--- config.mk ---
export PLATFORM = sky130hd
export DESIGN_NAME = output_fifo_arbiter
export DESIGN_NICKNAME = d
export VERILOG_FILES = /design/src/rtl/out_arb_pkg.sv /design/src/rtl/rr_select.sv /design/src/rtl/output_fifo_arbiter.sv
export SDC_FILE = /design/constraint.sdc
export NUM_CORES = 1
export LEC_CHECK = 0
export ABC_AREA = 1
export ABC_CLOCK_PERIOD_IN_PS = 2400
export CAP_MARGIN = 20
export CORE_MARGIN = 3
export CORE_UTILIZATION = 39
export CTS_CLUSTER_SIZE = 40
export DETAILED_ROUTE_END_ITERATION = 6
export GPL_TIMING_DRIVEN = 0
export PLACE_DENSITY = 0.81
export SLEW_MARGIN = 10
export SYNTH_ARGS = -nofsm -noshare
export SYNTH_HDL_FRONTEND = slang
export SYNTH_HIERARCHICAL = 1
export SYNTH_SLANG_ARGS = --single-unit
export TNS_END_PERCENT = 5
--- constraint.sdc ---
create_clock -name clk -period 2.4 [get_ports clk]
set_input_delay 0.36 -clock clk [delete_from_list [all_inputs] [get_ports clk]]
set_output_delay 0.36 -clock clk [all_outputs]
set_load 0.01 [all_outputs]
--- src/rtl/out_arb_pkg.sv ---
// Shared definitions for the output FIFO arbiter: state encoding and default sizing.
package out_arb_pkg;

   localparam int unsigned DefWordSize = 16;
   localparam int unsigned DefNReq     = 3;

   localparam logic [1:0] IDLE  = 2'b00;
   localparam logic [1:0] GRANT = 2'b01;
   localparam logic [1:0] WRITE = 2'b10;
   localparam logic [1:0] ACK   = 2'b11;

   typedef enum logic [1:0] {
      StIdle  = IDLE,
      StGrant = GRANT,
      StWrite = WRITE,
      StAck   = ACK
   } state_e;

endpackage

--- src/rtl/rr_select.sv ---
// Combinational round-robin pick: first requester at or after last_grant+1 (mod n_req).
module rr_select #(
   parameter int unsigned n_req = 3,
   parameter int unsigned gw    = 2
) (
   input  logic [n_req-1:0] req,
   input  logic [gw-1:0]    last_grant,
   output logic [gw-1:0]    grant,
   output logic             valid
);

   // Walk offsets from farthest to nearest so the nearest hit is written last and wins.
   always_comb begin
      grant = '0;
      valid = 1'b0;
      for (int k = n_req; k >= 1; k--) begin
         int idx;
         idx = (int'(last_grant) + k) % int'(n_req);
         if (req[idx]) begin
            grant = idx[gw-1:0];
            valid = 1'b1;
         end
      end
   end

endmodule

--- src/rtl/output_fifo_arbiter.sv ---
// Round-robin arbiter writing one requester's result/status token pair into two output FIFOs.
// Optional per-requester write counters are enabled with OUT_ARB_COUNT_EN.
module output_fifo_arbiter
   import out_arb_pkg::*;
#(
   parameter int unsigned word_size = DefWordSize,
   parameter int unsigned n_req     = DefNReq
) (
   input  logic                     clk,
   input  logic                     rst,
   input  logic [n_req-1:0]         req,
   input  logic [n_req*word_size-1:0] result_in,
   input  logic [n_req*word_size-1:0] status_in,
   output logic [n_req-1:0]         ack,
   input  logic                     full_result,
   input  logic                     full_status,
   output logic                     wr_en_result,
   output logic                     wr_en_status,
   output logic [word_size-1:0]     result_out,
   output logic [word_size-1:0]     status_out,
`ifdef OUT_ARB_COUNT_EN
   output logic [n_req*16-1:0]      wr_count,
`endif
   output logic                     busy
);

   localparam int unsigned gw = (n_req > 1) ? $clog2(n_req) : 1;
   localparam logic [gw-1:0] last_init = gw'(n_req - 1);

   state_e        state_q, state_d;
   logic [gw-1:0] grant_q, last_grant_q;
   logic [gw-1:0] sel;
   logic          sel_valid;

   rr_select #(
      .n_req (n_req),
      .gw    (gw)
   ) u_rr_select (
      .req        (req),
      .last_grant (last_grant_q),
      .grant      (sel),
      .valid      (sel_valid)
   );

   // A dropped request wins over a full stall so a vanished requester never blocks the port.
   always_comb begin
      state_d = state_q;
      unique case (state_q)
         StIdle:  if (sel_valid) state_d = StGrant;
         StGrant: begin
            if (!req[grant_q]) begin
               state_d = StIdle;
            end else if (!full_result && !full_status) begin
               state_d = StWrite;
            end
         end
         StWrite: state_d = StAck;
         StAck:   state_d = StIdle;
      endcase
   end

   always_comb begin
      ack          = '0;
      wr_en_result = (state_q == StWrite);
      wr_en_status = (state_q == StWrite);
      busy         = (state_q != StIdle);
      if (state_q == StAck) ack[grant_q] = 1'b1;
   end

   always_ff @(posedge clk or negedge rst) begin
      if (!rst) begin
         state_q      <= StIdle;
         grant_q      <= '0;
         last_grant_q <= last_init;
         result_out   <= '0;
         status_out   <= '0;
      end else begin
         state_q <= state_d;
         if (state_q == StIdle && sel_valid) begin
            grant_q    <= sel;
            result_out <= result_in[int'(sel)*word_size +: word_size];
            status_out <= status_in[int'(sel)*word_size +: word_size];
         end
         if (state_q == StAck) last_grant_q <= grant_q;
      end
   end

`ifdef OUT_ARB_COUNT_EN
   // 16-bit slices wrap naturally from 16'hFFFF to 0.
   always_ff @(posedge clk or negedge rst) begin
      if (!rst) begin
         wr_count <= '0;
      end else if (state_q == StWrite) begin
         wr_count[int'(grant_q)*16 +: 16] <= wr_count[int'(grant_q)*16 +: 16] + 16'd1;
      end
   end
`endif

endmodule
== Yosys cells after proc, flatten, opt, wreduce, memory -nomap -nowiden ==
Index checks and enable logic that the tools add are counted.
Cells by class
  add/subtract/negate cells: 3
  divide/modulo/power cells: 3
  order comparisons: 5
  equality and inequality tests: 5
  shift operators: 2
  multiplexer cells: 24
  reductions and logical operators: 8
Operators by type and width (number)
  32-bit by 4-bit less-than comparator with 1-bit output (second input constant): 3
  32-bit by 3-bit remainder unit with 32-bit output (second input constant): 3
  48-bit by 7-bit variable part select with 16-bit output: 2
  2-bit 2-to-1 mux: 6
  1-bit 2-to-1 mux: 11
  1-bit binary-select mux with 2-bit select: 4
  2-bit one-hot mux with 4 select lines: 1
  2-bit by 2-bit adder with 3-bit output (second input constant): 2
  2-bit == test (second input constant): 2
  2-bit by 1-bit adder with 3-bit output (second input constant): 1
  1-bit logical AND: 3
  2-bit by 3-bit less-than comparator with 1-bit output (second input constant): 1
  3-bit 2-to-1 mux: 1
  3-bit != test (second input constant): 1
  1-bit demux with 2-bit select: 1
  2-bit by 1-bit == test with 1-bit output (second input constant): 1
  2-bit by 1-bit >= comparator with 1-bit output (second input constant): 1
  1-bit zero test: 2
  2-bit zero test: 1
  2-bit != test (second input constant): 1
  2-bit AND reduction: 1
  2-bit nonzero test: 1
Storage, ports and cells
  register bits: 38
  input bits: 103
  word-level logic and storage cells: 55

== Longest topological paths before layout ==
  word-level depth: 10
  depth in mapped cells: 16

== By module ==
The synthesis kept the hierarchy.
Modules (own cells, without submodules)
  output_fifo_arbiter: instances 1, cells an instance 334, area an instance 2329.7 µm², sequential area each 952.2 µm²
  rr_select: instances 1, cells an instance 41, area an instance 217.7 µm², sequential area each 0.0 µm²

== Worst setup path after synthesis ==
No wires, ideal clock.
  path type: reg-to-reg
  start: register last_grant_q[1]
  end: register status_out[5]
  setup time: 123 ps
  arrival: 1820 ps
  setup slack: 456 ps
  stages on the path, launching flop included: 10
  path buffers: 1
  clock period less this slack: 1944 ps
  path through: dfstp_2 -> ha_1 -> nor3_1 -> a21oi_2 -> nand2_1 -> nand2_1 -> buf_2 -> or2_1 -> o21ai_0 -> o21ai_1
On the way
  cells in the longest elaborated chain, start to end: 9
  elaborated cells on any way between the ends: 23
Ends and longest elaborated chain
  from (decl): line output_fifo_arbiter.sv:31  | logic [gw-1:0] grant_q, last_grant_q;
  from (signal assigned): line output_fifo_arbiter.sv:74  | last_grant_q <= last_init;
  from (signal assigned): line output_fifo_arbiter.sv:84  | if (state_q == StAck) last_grant_q <= grant_q;
  2-bit by 2-bit adder with 3-bit output: line rr_select.sv:18  | idx = (int'(last_grant) + k) % int'(n_req);
  32-bit by 3-bit remainder unit with 32-bit output: line rr_select.sv:18
  1-bit binary-select mux with 2-bit select: line rr_select.sv:19  | if (req[idx]) begin
  1-bit 2-to-1 mux (not written as such) (2 in a row): line rr_select.sv:19
  2-bit 2-to-1 mux (2 in a row): line rr_select.sv:19
  2-bit 2-to-1 mux (*): line rr_select.sv:19
  net sel[0]: line output_fifo_arbiter.sv:32  | logic [gw-1:0] sel;
  48-bit by 7-bit variable part select with 16-bit output (*): line output_fifo_arbiter.sv:82  | status_out <= status_in[int'(sel)*word_size +: word_size];
  to (signal assigned): line output_fifo_arbiter.sv:82
  to (decl): line output_fifo_arbiter.sv:20  | output logic [word_size-1:0] status_out,
Mark *: on every way through the listed nets, which the timed path passes. The rest lies on a longest branch. The select of a mux whose other input is x is not followed.
A chain may end at the register's enable or synchronous reset.

== Worst setup path in the final report ==
  start: register last_grant_q[1]
  end: register result_out[1]
On the way
  cells in the longest elaborated chain, start to end: 9
  elaborated cells on any way between the ends: 23
Ends and longest elaborated chain
  2-bit by 2-bit adder with 3-bit output: line rr_select.sv:18
  32-bit by 3-bit remainder unit with 32-bit output: line rr_select.sv:18
  1-bit binary-select mux with 2-bit select: line rr_select.sv:19
  1-bit 2-to-1 mux (not written as such) (2 in a row): line rr_select.sv:19
  2-bit 2-to-1 mux (2 in a row): line rr_select.sv:19
  2-bit 2-to-1 mux (*): line rr_select.sv:19
  net sel[1]: line output_fifo_arbiter.sv:32
  48-bit by 7-bit variable part select with 16-bit output (*): line output_fifo_arbiter.sv:81  | result_out <= result_in[int'(sel)*word_size +: word_size];
  to (signal assigned): line output_fifo_arbiter.sv:81
  to (decl): line output_fifo_arbiter.sv:19  | output logic [word_size-1:0] result_out,
Marked as above.

==> results by group <==
Run status
  – Outcome: complete, no violations

Synth
  – Post-Syn Area: 2547 um^2
  – Distinct cells, synth: 25
  – Syn Inst Count: 375
  – Flops & latches, synth: 38
  – Post-synthesis average cell area: 6.793 um^2
  – Post-synthesis sequential area ratio: 0.3738
  – Ys Warns: 6
  – Syn_nets: 482

Timing
  – Final setup vio count: 0
  – Actual slew at the worst max-slew pin: 0.2530 ns
  – Worst Skew: 0.008495 ns
  – Worst setup margin: 0.1192 ns
  – Final Hold Vio Count: 0
  – Slew headroom: 0.8308
  – Fin. max-slew vios: 0
  – Fmax: 438.5 MHz
  – Crit share post-route: 0.9503
  – Fin Hold WS: 0.4337 ns
  – Final min period: 2.281 ns
  – RSZ-0062 raised after global routing: true
  – Setup TNS Final: 0 ns

Route
  – Routed Antenna Nets: 0
  – Vias: 2936
  – Total wire length: 8191 um
  – TritonRoute pass-1 iters: 4
  – Drt drc: 0
  – Post-DR wirelength/cell: 13.65 um
  – DR iter-0 viols: 95
  – Via density: 4.893

Global routing
  – Tot GR Track Use: 0.2199
  – Initial antenna violation count: 0
  – First-pass GRT wire length: 13050 um
  – Grt ovf: 0
  – Largest net degree at the start of global routing: 36
  – Vias in the first global route: 2862

Worst setup path
  – Req. time, crit path: 2.58 ns
  – Critical path capture point type: flop
  – Setup CP Type: reg2reg
  – Type of origin of the critical path: flop
  – Worst Path Arrival: 2.46 ns
  – Worst Path Max Fanout: 10

Clocking
  – TritonCTS buffer count: 5
  – Clock Sinks: 38
  – H-tree depth: 2
  – Clk Latency, worst-skew pair: 0.29 ns
  – # Post-CTS Setup Buffers: 0
  – CTS tree: built
  – Clock transition at path regs: 0.07 ns
  – CTS Buffer Depth: 2
  – Root Buffer: clkbuf_8

Floorplanning
  – Die width: 86.82 um
  – Core region area: 6131 um^2
  – Starting Density: 0.4155
  – Die Height: 86.82 um
  – # IOs: 141
  – DIE AREA: 7538 um^2
  – Std-Cell Rows: 28

Layout
  – Diode count: 0
  – Area growth from synthesis to layout: 63.31%
  – Layout cells sized above 1: 0.08190
  – Filler cells: 541
  – Commonest non-fill, non-tap cell in the layout: clkdlybuf4s50_1
  – Multi-input gate area: 1279 um^2
  – Register area: 952.2 um^2
  – NumNets Final: 631
  – Most frequent cells in the layout: clkdlybuf4s50_1, nand2_1, o21ai_1
  – Layout Cells excl Fill: 600

Place
  – Placed cell count: 591
  – IO Port Bufs: 140
  – Place WS: 0.06298 ns
  – Post-DP HPWL: 6287 um
  – RD Place Congestion: 0.7987

Power and ir drop
  – Max rail drop VDD: 678.3 uV
  – Cell Pwr Density: 1327 nW/um^2
  – Pleak: 1.962 nW

Min path
  – Worst hold path type: in2async

Flow run
  – Maximum Capacitance Violations: 0
-- path summary, 6_finish.rpt --
kind,slack (ns),to,start,cells after the start
worst max-delay path,0.12,result_out[1]$_DFFE_PN0P_,last_grant_q[1]$_DFFE_PN1P_,14
worst min-delay path,0.43,result_out[12]$_DFFE_PN0P_,rst,2
worst max register to register,0.12,result_out[1]$_DFFE_PN0P_,last_grant_q[1]$_DFFE_PN1P_,14
worst min register to register,0.48,status_out[13]$_DFFE_PN0P_,status_out[13]$_DFFE_PN0P_,2
max in group asynchronous,1.50,last_grant_q[1]$_DFFE_PN1P_,rst,3
min in group clk,0.48,status_out[13]$_DFFE_PN0P_,status_out[13]$_DFFE_PN0P_,2
-- cell type report --
class / count / area share
Buffer: 21 / 0.04030
Clock buffer: 8 / 0.01925
Inverter: 41 / 0.03880
Multi-Input combinational cell: 275 / 0.3074
Sequential cell: 38 / 0.2289
Tap cell: 75 / 0.02256
Timing Repair Buffer: 142 / 0.3429
-- through the flow --
| step | util | power [W] | cell area (um^2) |
|---|---|---|---|
| floorplan | - | 0.003666 | 2547 |
| global placement | 0.6594 | 0.004990 | 4043 |
| detailed placement | 0.6618 | 0.005092 | 4058 |
| CTS | 0.6765 | 0.005541 | 4148 |
| global route | 0.6786 | 0.006076 | 4160 |
| finish | 0.6786 | 0.005521 | 4160 |
-- critical path, stage by stage, from the launching register on --
cell     delay (ns)
dfstp_2        0.56
inv_1          0.06
ha_1           0.23
nor3_1         0.27
nand2_1        0.08
nand2_1        0.07
nand2_1        0.06
nand2_1        0.06
buf_2          0.22
inv_4          0.08
buf_4          0.18
o21ai_0        0.11
o21ai_1        0.09
nand2_1        0.06
nand2_1        0.04
-- layer usage --
layer | part of all wire | global-route usage | vias to the layer above
li1 | - | - | 1489
met2 | 0.51 | 0.3968 | 102
met4 | 0.0092 | 0.04249 | 0
met3 | 0.076 | 0.06179 | 9
met5 | 0 | 0 | -
met1 | 0.40 | 0.2595 | 1336
-- repair_timing --
item,4_1_cts,5_1_grt
hold buffers,1,0
endpoints found under the setup margin,0,32
hold endpoints to repair,3,0
resized for setup,0,5
-- power by group --
group	leakage, nW	total [W]	switching (W)	internal [W]
combinational	1.46	0.00390	0.00217	0.00173
sequential	0.459	0.00120	0.000200	0.000996
clock	0.0395	0.000426	0.000219	0.000207
total	1.96	0.00552	0.00259	0.00293
-- cell families after synthesis --
family / share of synthesized area
buffers and inverters: 0.1272
AO/OA/AOI/OAI: 0.1616
adder cells (fa/ha/maj): 0.01965
AND/OR/NAND/NOR: 0.3178
flip-flops: 0.3738
-- flip-flops by register name, summed over array words and instances (netlist names), named ones only --
name,count
grant_q,2
last_grant_q,2
result_out,16
state_q,1
status_out,16
-- cell usage after synthesis (all sizes together) --
library cell	count	area [um^2]
nand2	107	419.2
o21ai	79	395.4
inv	40	152.6
dfrtp	37	925.9
nor2	37	141.4
nand3	33	170.2
buf	21	162.7
or2	9	56.30
ha	4	50.05
nor3	3	15.01
a21oi	1	8.760
clkinv	1	8.760
dfstp	1	26.28
nand3b	1	7.510
o21a	1	7.510
(Power assumes the default switching activity.)
